===== config.mk =====
export PLATFORM = sky130hd
export DESIGN_NAME = fetch_queue
export DESIGN_NICKNAME = d
export VERILOG_FILES = /design/src/rtl/pipeline_pkg.sv /design/src/rtl/fq_ptr.sv /design/src/rtl/fetch_queue.sv
export SDC_FILE = /design/constraint.sdc
export NUM_CORES = 1
export LEC_CHECK = 0
export ABC_AREA = 1
export CORE_UTILIZATION = 59
export CTS_CLUSTER_DIAMETER = 100
export DETAILED_ROUTE_END_ITERATION = 10
export MAX_ROUTING_LAYER = met4
export PLACE_DENSITY = 0.85
export SETUP_SLACK_MARGIN = 0.15
export SLEW_MARGIN = 15
export SYNTH_ARGS = -nofsm -noshare
export SYNTH_HDL_FRONTEND = slang
export SYNTH_SLANG_ARGS = --single-unit

===== constraint.sdc =====
create_clock -name clk -period 18.45 [get_ports clk]
set_clock_uncertainty 0.2 [all_clocks]
set_input_delay 2.7675 -clock clk [delete_from_list [all_inputs] [get_ports clk]]
set_output_delay 2.7675 -clock clk [all_outputs]
set_load 0.01 [all_outputs]

===== src/rtl/pipeline_pkg.sv =====
// pipeline_pkg: types and constants shared by the front-end pipeline
// registers (fetch queue, IF/ID, ID/EX).
//   XLEN       - architectural data/address width
//   NOP_INSTR  - canonical bubble instruction, addi x0,x0,0
//   fq_entry_t - one fetched {instr, pc, pc_plus4} triple
package pipeline_pkg;

  localparam int XLEN = 32;

  localparam logic [XLEN-1:0] NOP_INSTR = 32'h00000013;

  typedef struct packed {
    logic [XLEN-1:0] instr;
    logic [XLEN-1:0] pc;
    logic [XLEN-1:0] pc_plus4;
  } fq_entry_t;

endpackage


===== src/rtl/fq_ptr.sv =====
// fq_ptr: circular-buffer pointer with increment and synchronous clear.
// The pointer wraps naturally from 2**W-1 to 0.
// Ports:
//   clk - clock
//   rst - synchronous active-high reset (pointer to 0)
//   clr - synchronous clear (pointer to 0), e.g. on flush
//   inc - advance the pointer by one
//   ptr - current pointer value
module fq_ptr #(
  parameter int W = 2
) (
  input  logic         clk,
  input  logic         rst,
  input  logic         clr,
  input  logic         inc,
  output logic [W-1:0] ptr
);

  // NOTE: sequential state is updated with non-blocking assignments so every
  // flop samples pre-edge values regardless of process evaluation order.
  always_ff @(posedge clk) begin
    if (rst || clr) begin
      ptr <= '0;
    end else if (inc) begin
      ptr <= ptr + 1'b1;
    end
  end

endmodule


===== src/rtl/fetch_queue.sv =====
// fetch_queue: instruction queue between fetch and decode.
// Buffers {instruction, PC, PC+4} triples so fetch keeps running while decode
// stalls. FullF comes from registered state only and drives the PC enable
// (en = ~FullF). A taken branch/jump in execute (FlushQ) discards every entry.
//
// Build option:
//   FETCH_QUEUE_BYPASS_EN - when defined, an instruction arriving at an empty
//   queue is presented to decode in the same cycle (0-cycle latency); it is
//   only written into storage if decode does not take it. When undefined,
//   fetch-to-decode latency is always one cycle, like an IF/ID register.
//
// Ports:
//   clk, rst   - clock, synchronous active-high reset
//   FlushQ     - discard all entries (PCSrcE != 0)
//   EnqValidF  - fetch presents a valid instruction
//   InstrF, PCF, PCPlus4F - fetched triple
//   FullF      - queue full, fetch must hold its PC
//   DeqReadyD  - decode accepts the head entry
//   ValidD     - head entry valid
//   InstrD, PCD, PCPlus4D - head triple (NOP/0/0 when nothing valid)
//   CountQ     - current occupancy
//
// Storage uses pipeline_pkg::fq_entry_t, whose fields are XLEN wide; WIDTH is
// expected to equal XLEN.
module fetch_queue
  import pipeline_pkg::*;
#(
  parameter int               WIDTH = 32,
  parameter int               DEPTH = 4,
  parameter logic [WIDTH-1:0] NOP   = WIDTH'(NOP_INSTR)
) (
  input  logic                       clk,
  input  logic                       rst,
  input  logic                       FlushQ,
  input  logic                       EnqValidF,
  input  logic [WIDTH-1:0]           InstrF,
  input  logic [WIDTH-1:0]           PCF,
  input  logic [WIDTH-1:0]           PCPlus4F,
  output logic                       FullF,
  input  logic                       DeqReadyD,
  output logic                       ValidD,
  output logic [WIDTH-1:0]           InstrD,
  output logic [WIDTH-1:0]           PCD,
  output logic [WIDTH-1:0]           PCPlus4D,
  output logic [$clog2(DEPTH+1)-1:0] CountQ
);

  localparam int AW = $clog2(DEPTH);
  localparam int CW = $clog2(DEPTH+1);

  logic [CW-1:0] count_q;
  logic [AW-1:0] rd_ptr;
  logic [AW-1:0] wr_ptr;
  logic          stored_valid;
  logic          enq_ok;
  logic          wr_en;
  logic          rd_en;
  fq_entry_t     wr_entry;
  fq_entry_t     head;

  // NOTE: the entry array has no reset; its contents are don't-care until
  // written and ValidD masks every unwritten slot, so flops stay reset-free.
  fq_entry_t     mem [DEPTH];

  assign stored_valid = (count_q != '0);
  assign FullF        = (count_q == CW'(DEPTH));
  assign CountQ       = count_q;

  // A full queue rejects fetch even if decode drains an entry this cycle;
  // FullF never looks at DeqReadyD, so fetch simply holds its PC.
  assign enq_ok = EnqValidF && !FullF && !FlushQ;
  assign rd_en  = stored_valid && DeqReadyD && !FlushQ;

`ifdef FETCH_QUEUE_BYPASS_EN
  logic bypass;
  // Empty queue: the incoming triple goes straight to decode. If decode takes
  // it, it never occupies a slot.
  assign bypass = !stored_valid && EnqValidF && !FlushQ;
  assign wr_en  = enq_ok && !(bypass && DeqReadyD);
`else
  assign wr_en  = enq_ok;
`endif

  assign wr_entry = '{instr:    XLEN'(InstrF),
                      pc:       XLEN'(PCF),
                      pc_plus4: XLEN'(PCPlus4F)};

  fq_ptr #(.W(AW)) u_wr_ptr (
    .clk (clk),
    .rst (rst),
    .clr (FlushQ),
    .inc (wr_en),
    .ptr (wr_ptr)
  );

  fq_ptr #(.W(AW)) u_rd_ptr (
    .clk (clk),
    .rst (rst),
    .clr (FlushQ),
    .inc (rd_en),
    .ptr (rd_ptr)
  );

  always_ff @(posedge clk) begin
    if (wr_en) begin
      mem[wr_ptr] <= wr_entry;
    end
  end

  // Flush drops any same-cycle enqueue/dequeue; the count cannot leave
  // 0..DEPTH because wr_en requires !FullF and rd_en requires a valid entry.
  always_ff @(posedge clk) begin
    if (rst || FlushQ) begin
      count_q <= '0;
    end else begin
      case ({wr_en, rd_en})
        2'b10:   count_q <= count_q + 1'b1;
        2'b01:   count_q <= count_q - 1'b1;
        default: count_q <= count_q;
      endcase
    end
  end

  assign head = mem[rd_ptr];

  // NOTE: every output of this block gets a default first, so no path
  // through it leaves a variable unassigned and no latch is inferred.
  always_comb begin
    ValidD   = stored_valid;
    InstrD   = NOP;
    PCD      = '0;
    PCPlus4D = '0;
    if (stored_valid) begin
      InstrD   = WIDTH'(head.instr);
      PCD      = WIDTH'(head.pc);
      PCPlus4D = WIDTH'(head.pc_plus4);
    end
`ifdef FETCH_QUEUE_BYPASS_EN
    else if (bypass) begin
      ValidD   = 1'b1;
      InstrD   = InstrF;
      PCD      = PCF;
      PCPlus4D = PCPlus4F;
    end
`endif
  end

endmodule


==> results.yml <==
yosys:
  ys_seq_area_share_pct: 76.31
  synthTopCellsByArea: "edfxtp_1 75%, nor2_1 9.4%, o21ai_0 5.3%, a21oi_1 3.4%, dfxtp_1 1.2%"
  yosysMostFrequentCell: "nor2_1"
  async_flop_share_pct: 0
  synth_edf_count: 384
  syn_nets: 1313
  ys_types: 18
  synthFlopType: "edfxtp_1"
  yosys-top-cells-count: "385 x nor2_1, 384 x edfxtp_1, 164 x o21ai_0"
  yosys.area.top_type: "edfxtp_1"
  netlist_instances: 1206
  avgSynthCellArea_um2: 12.73
  synth_top_area_share_pct: 75.13
  yosys_register_bits: 393
  netlist_area_um2: 15350
  ys_warn_count: 0
placed_design:
  place_area_um2: 17490
  dp_hpwl_mm: 18.92
  io_buffers: 201
  routabilityCongestion: 0.7641
cts:
  cts.repair.resized: 0
  cts_hold_buf: 0
  tritoncts: "built"
  cts.path.max_buffers: 3
  cts_setup_buffers: 0
  path_clk_slew_ns: 0.06
  clk_latency_ns: 0.51
  htreeDepth: 2
  cts_made_buffers: 38
  ctsRootBufferMaster: "clkbuf_16"
  clock_sinks: 393
job:
  drv_cap: 0
setup_path:
  cp.required_ns: 15.48
  cp-start-kind: "flop"
  crit_type: "reg -> out"
  crit_chain: "buf_4, buf_4, nor2_1, nor2_1, o21ai_0, a21oi_1, clkdlybuf4s50_1"
  worstSetupEndpointType: "primary output"
  cp.arrival_ns: 4.06
  crit_family: "buffers and inverters"
  path_buf_inv: 3
  slowest_stage: "buf_4"
  cp_max_fo: 87
  slowest_delay_ns: 0.81
power:
  p_int_mw: 1.439
  p_per_area_nw_per_um2: 96.81
  seq_power_share_pct: 55.3
  p_comb_share_pct: 5.5
  power_frac_clock_pct: 39.2
  power.total_mw: 1.802
  switching_share_pct: 20.17
  ir_drop_mv: 0.07754
  p_sw_mw: 0.3636
  leakage_nw: 6.244
grt:
  grt_max_degree: 101
  grt_usage_pct: 26.11
  grt_antenna_before_repair: 6
  grt_pass1_vias: 9653
  grt_overflow_total: 0
  grt_pass1_wl_mm: 51.43
timing:
  final.setup.tns_ns: 0
  fmax_mhz: 142.3
  period_needed_ns: 7.028
  slew_headroom_pct: 22.82
  hold_violations: 0
  setup_viol: 0
  rsz0062_at_grt: "false"
  drv_slew: 0
  period_share_pct: 38.09
  tightestPinTransition_ns: 1.155
cells_and_area:
  finalNetCount: 1494
  drive_gt1_share_pct: 4.958
  syn2layout_area_growth_pct: 21.31
  fin_area_um2: 18620
status:
  status: "finished, final reports clean"
floorplanning:
  fp.dieArea_um2: 26660
  io-pin-count: 202
  core-area_um2: 25330
  start_util_pct: 60.60
  die_h_um: 163.3
  die_x_um: 163.3
  rows: 58
detailed_routing:
  ant_nets: 0
  drtIter0Drc: 976
  routedWlPerCell_um: 19.17
  drc: 0
  routed_via_density: 5.705
  firstDrtPassIters: 7
  routed_wl_mm: 33.51
  vias: 9972
hold_path:
  min_path_type: "reg -> reg"
## routing by layer
metal / track usage (%) / up-vias / wire [um] / share of wire (%)
li1: - / 4629 / - / -
met1: 34.21 / 4835 / 13260 / 40
met2: 41.35 / 460 / 16470 / 49
met3: 5.764 / 48 / 3132 / 9.3
met4: 7.392 / 0 / 643 / 1.9
met5: - / - / 0 / 0
## state kept, by name (all words and copies together) (netlist names), named ones only
name          count
CountQ            3
mem             384
u_wr_ptr.ptr      2
u_rd_ptr.ptr      2
## path summary, 6_finish.rpt
| path | startpoint | to | slack [ns] | cells after the start |
|---|---|---|---|---|
| worst max-delay path | flop | PCPlus4D[3] | 11.42 | 7 |
| worst min-delay path | u_rd_ptr.ptr[1] | flop | 0.29 | 2 |
| worst max register to register | CountQ[1] | mem[2][94] | 15.04 | 5 |
| worst min register to register | u_rd_ptr.ptr[1] | flop | 0.29 | 2 |
## layout make-up
| class | instances | area (um^2) |
|---|---|---|
| multi-input cells | 718 | 3161 |
| repair buffers | 214 | 2110 |
| flip-flops and latches | 393 | 11720 |
| diodes | 6 | 15.01 |
| fillers | 1570 | 6709 |
| inverters | 22 | 87.58 |
| clock inverters | 18 | 107.6 |
| clock buffers | 47 | 1006 |
| well taps | 330 | 412.9 |
## worst reg2reg max path, cell delays in order (launching register included)
cell and delay [ns]:
dfxtp_1 0.37, nor2_1 0.07, nand2_1 0.12, nand2_1 0.31, nor2_4 0.98, buf_4 0.92
## power by group through the flow
| stage | logic [mW] | registers (mW) | clock network (mW) |
|---|---|---|---|
| after floorplan | 0.0378 | 1.02 | 0 |
| after global placement | 0.0964 | 1.02 | 0 |
| after detailed placement | 0.0990 | 1.02 | 0 |
| after CTS | 0.0998 | 0.997 | 0.712 |
| after global routing | 0.108 | 0.998 | 0.746 |
| final | 0.0998 | 0.997 | 0.706 |
## cell usage in the layout (no fill, tap or decap)
master | synthesis | routed
edfxtp_1 | 384 | 384
nor2_1 | 385 | 381
clkdlybuf4s50_1 | 0 | 201
o21ai_0 | 164 | 164
a21oi_1 | 104 | 104
clkbuf_16 | 0 | 39
nand2_1 | 27 | 27
o21ai_1 | 27 | 27
inv_1 | 20 | 19
buf_4 | 18 | 13
clkinv_2 | 0 | 9
clkinv_1 | 0 | 9
clkbuf_1 | 23 | 8
dfxtp_1 | 9 | 7
diode_2 | 0 | 6
nand3_1 | 5 | 5
ha_1 | 5 | 5
nor2_4 | 0 | 4
dfxtp_4 | 0 | 2
inv_4 | 0 | 1
fa_1 | 1 | 1
inv_6 | 0 | 1
bufinv_16 | 0 | 1
## kinds of logic after synthesis
| group | after synthesis | share of synthesized area [%] |
|---|---|---|
| fa+ha+maj | 6 | 0.5381 |
| simple gates | 417 | 10.24 |
| compound gates | 295 | 9.620 |
| buf+inv | 95 | 3.294 |
| flops | 393 | 76.31 |
## stage by stage
step	utilization (%)	instances	setup WS, ns	hold slack [ns]
4_1_cts	73.45	1742	11.44	0.2909
3_5_place_dp	69.05	1677	12.00	0.2810
6_report	73.51	1748	11.42	0.2892
3_3_place_gp	69.05	1677	12.12	0.2719
2_1_floorplan	-	1206	10.59	0.2624
5_1_grt	73.51	1748	11.17	0.3231
(Power assumes the default switching activity.)
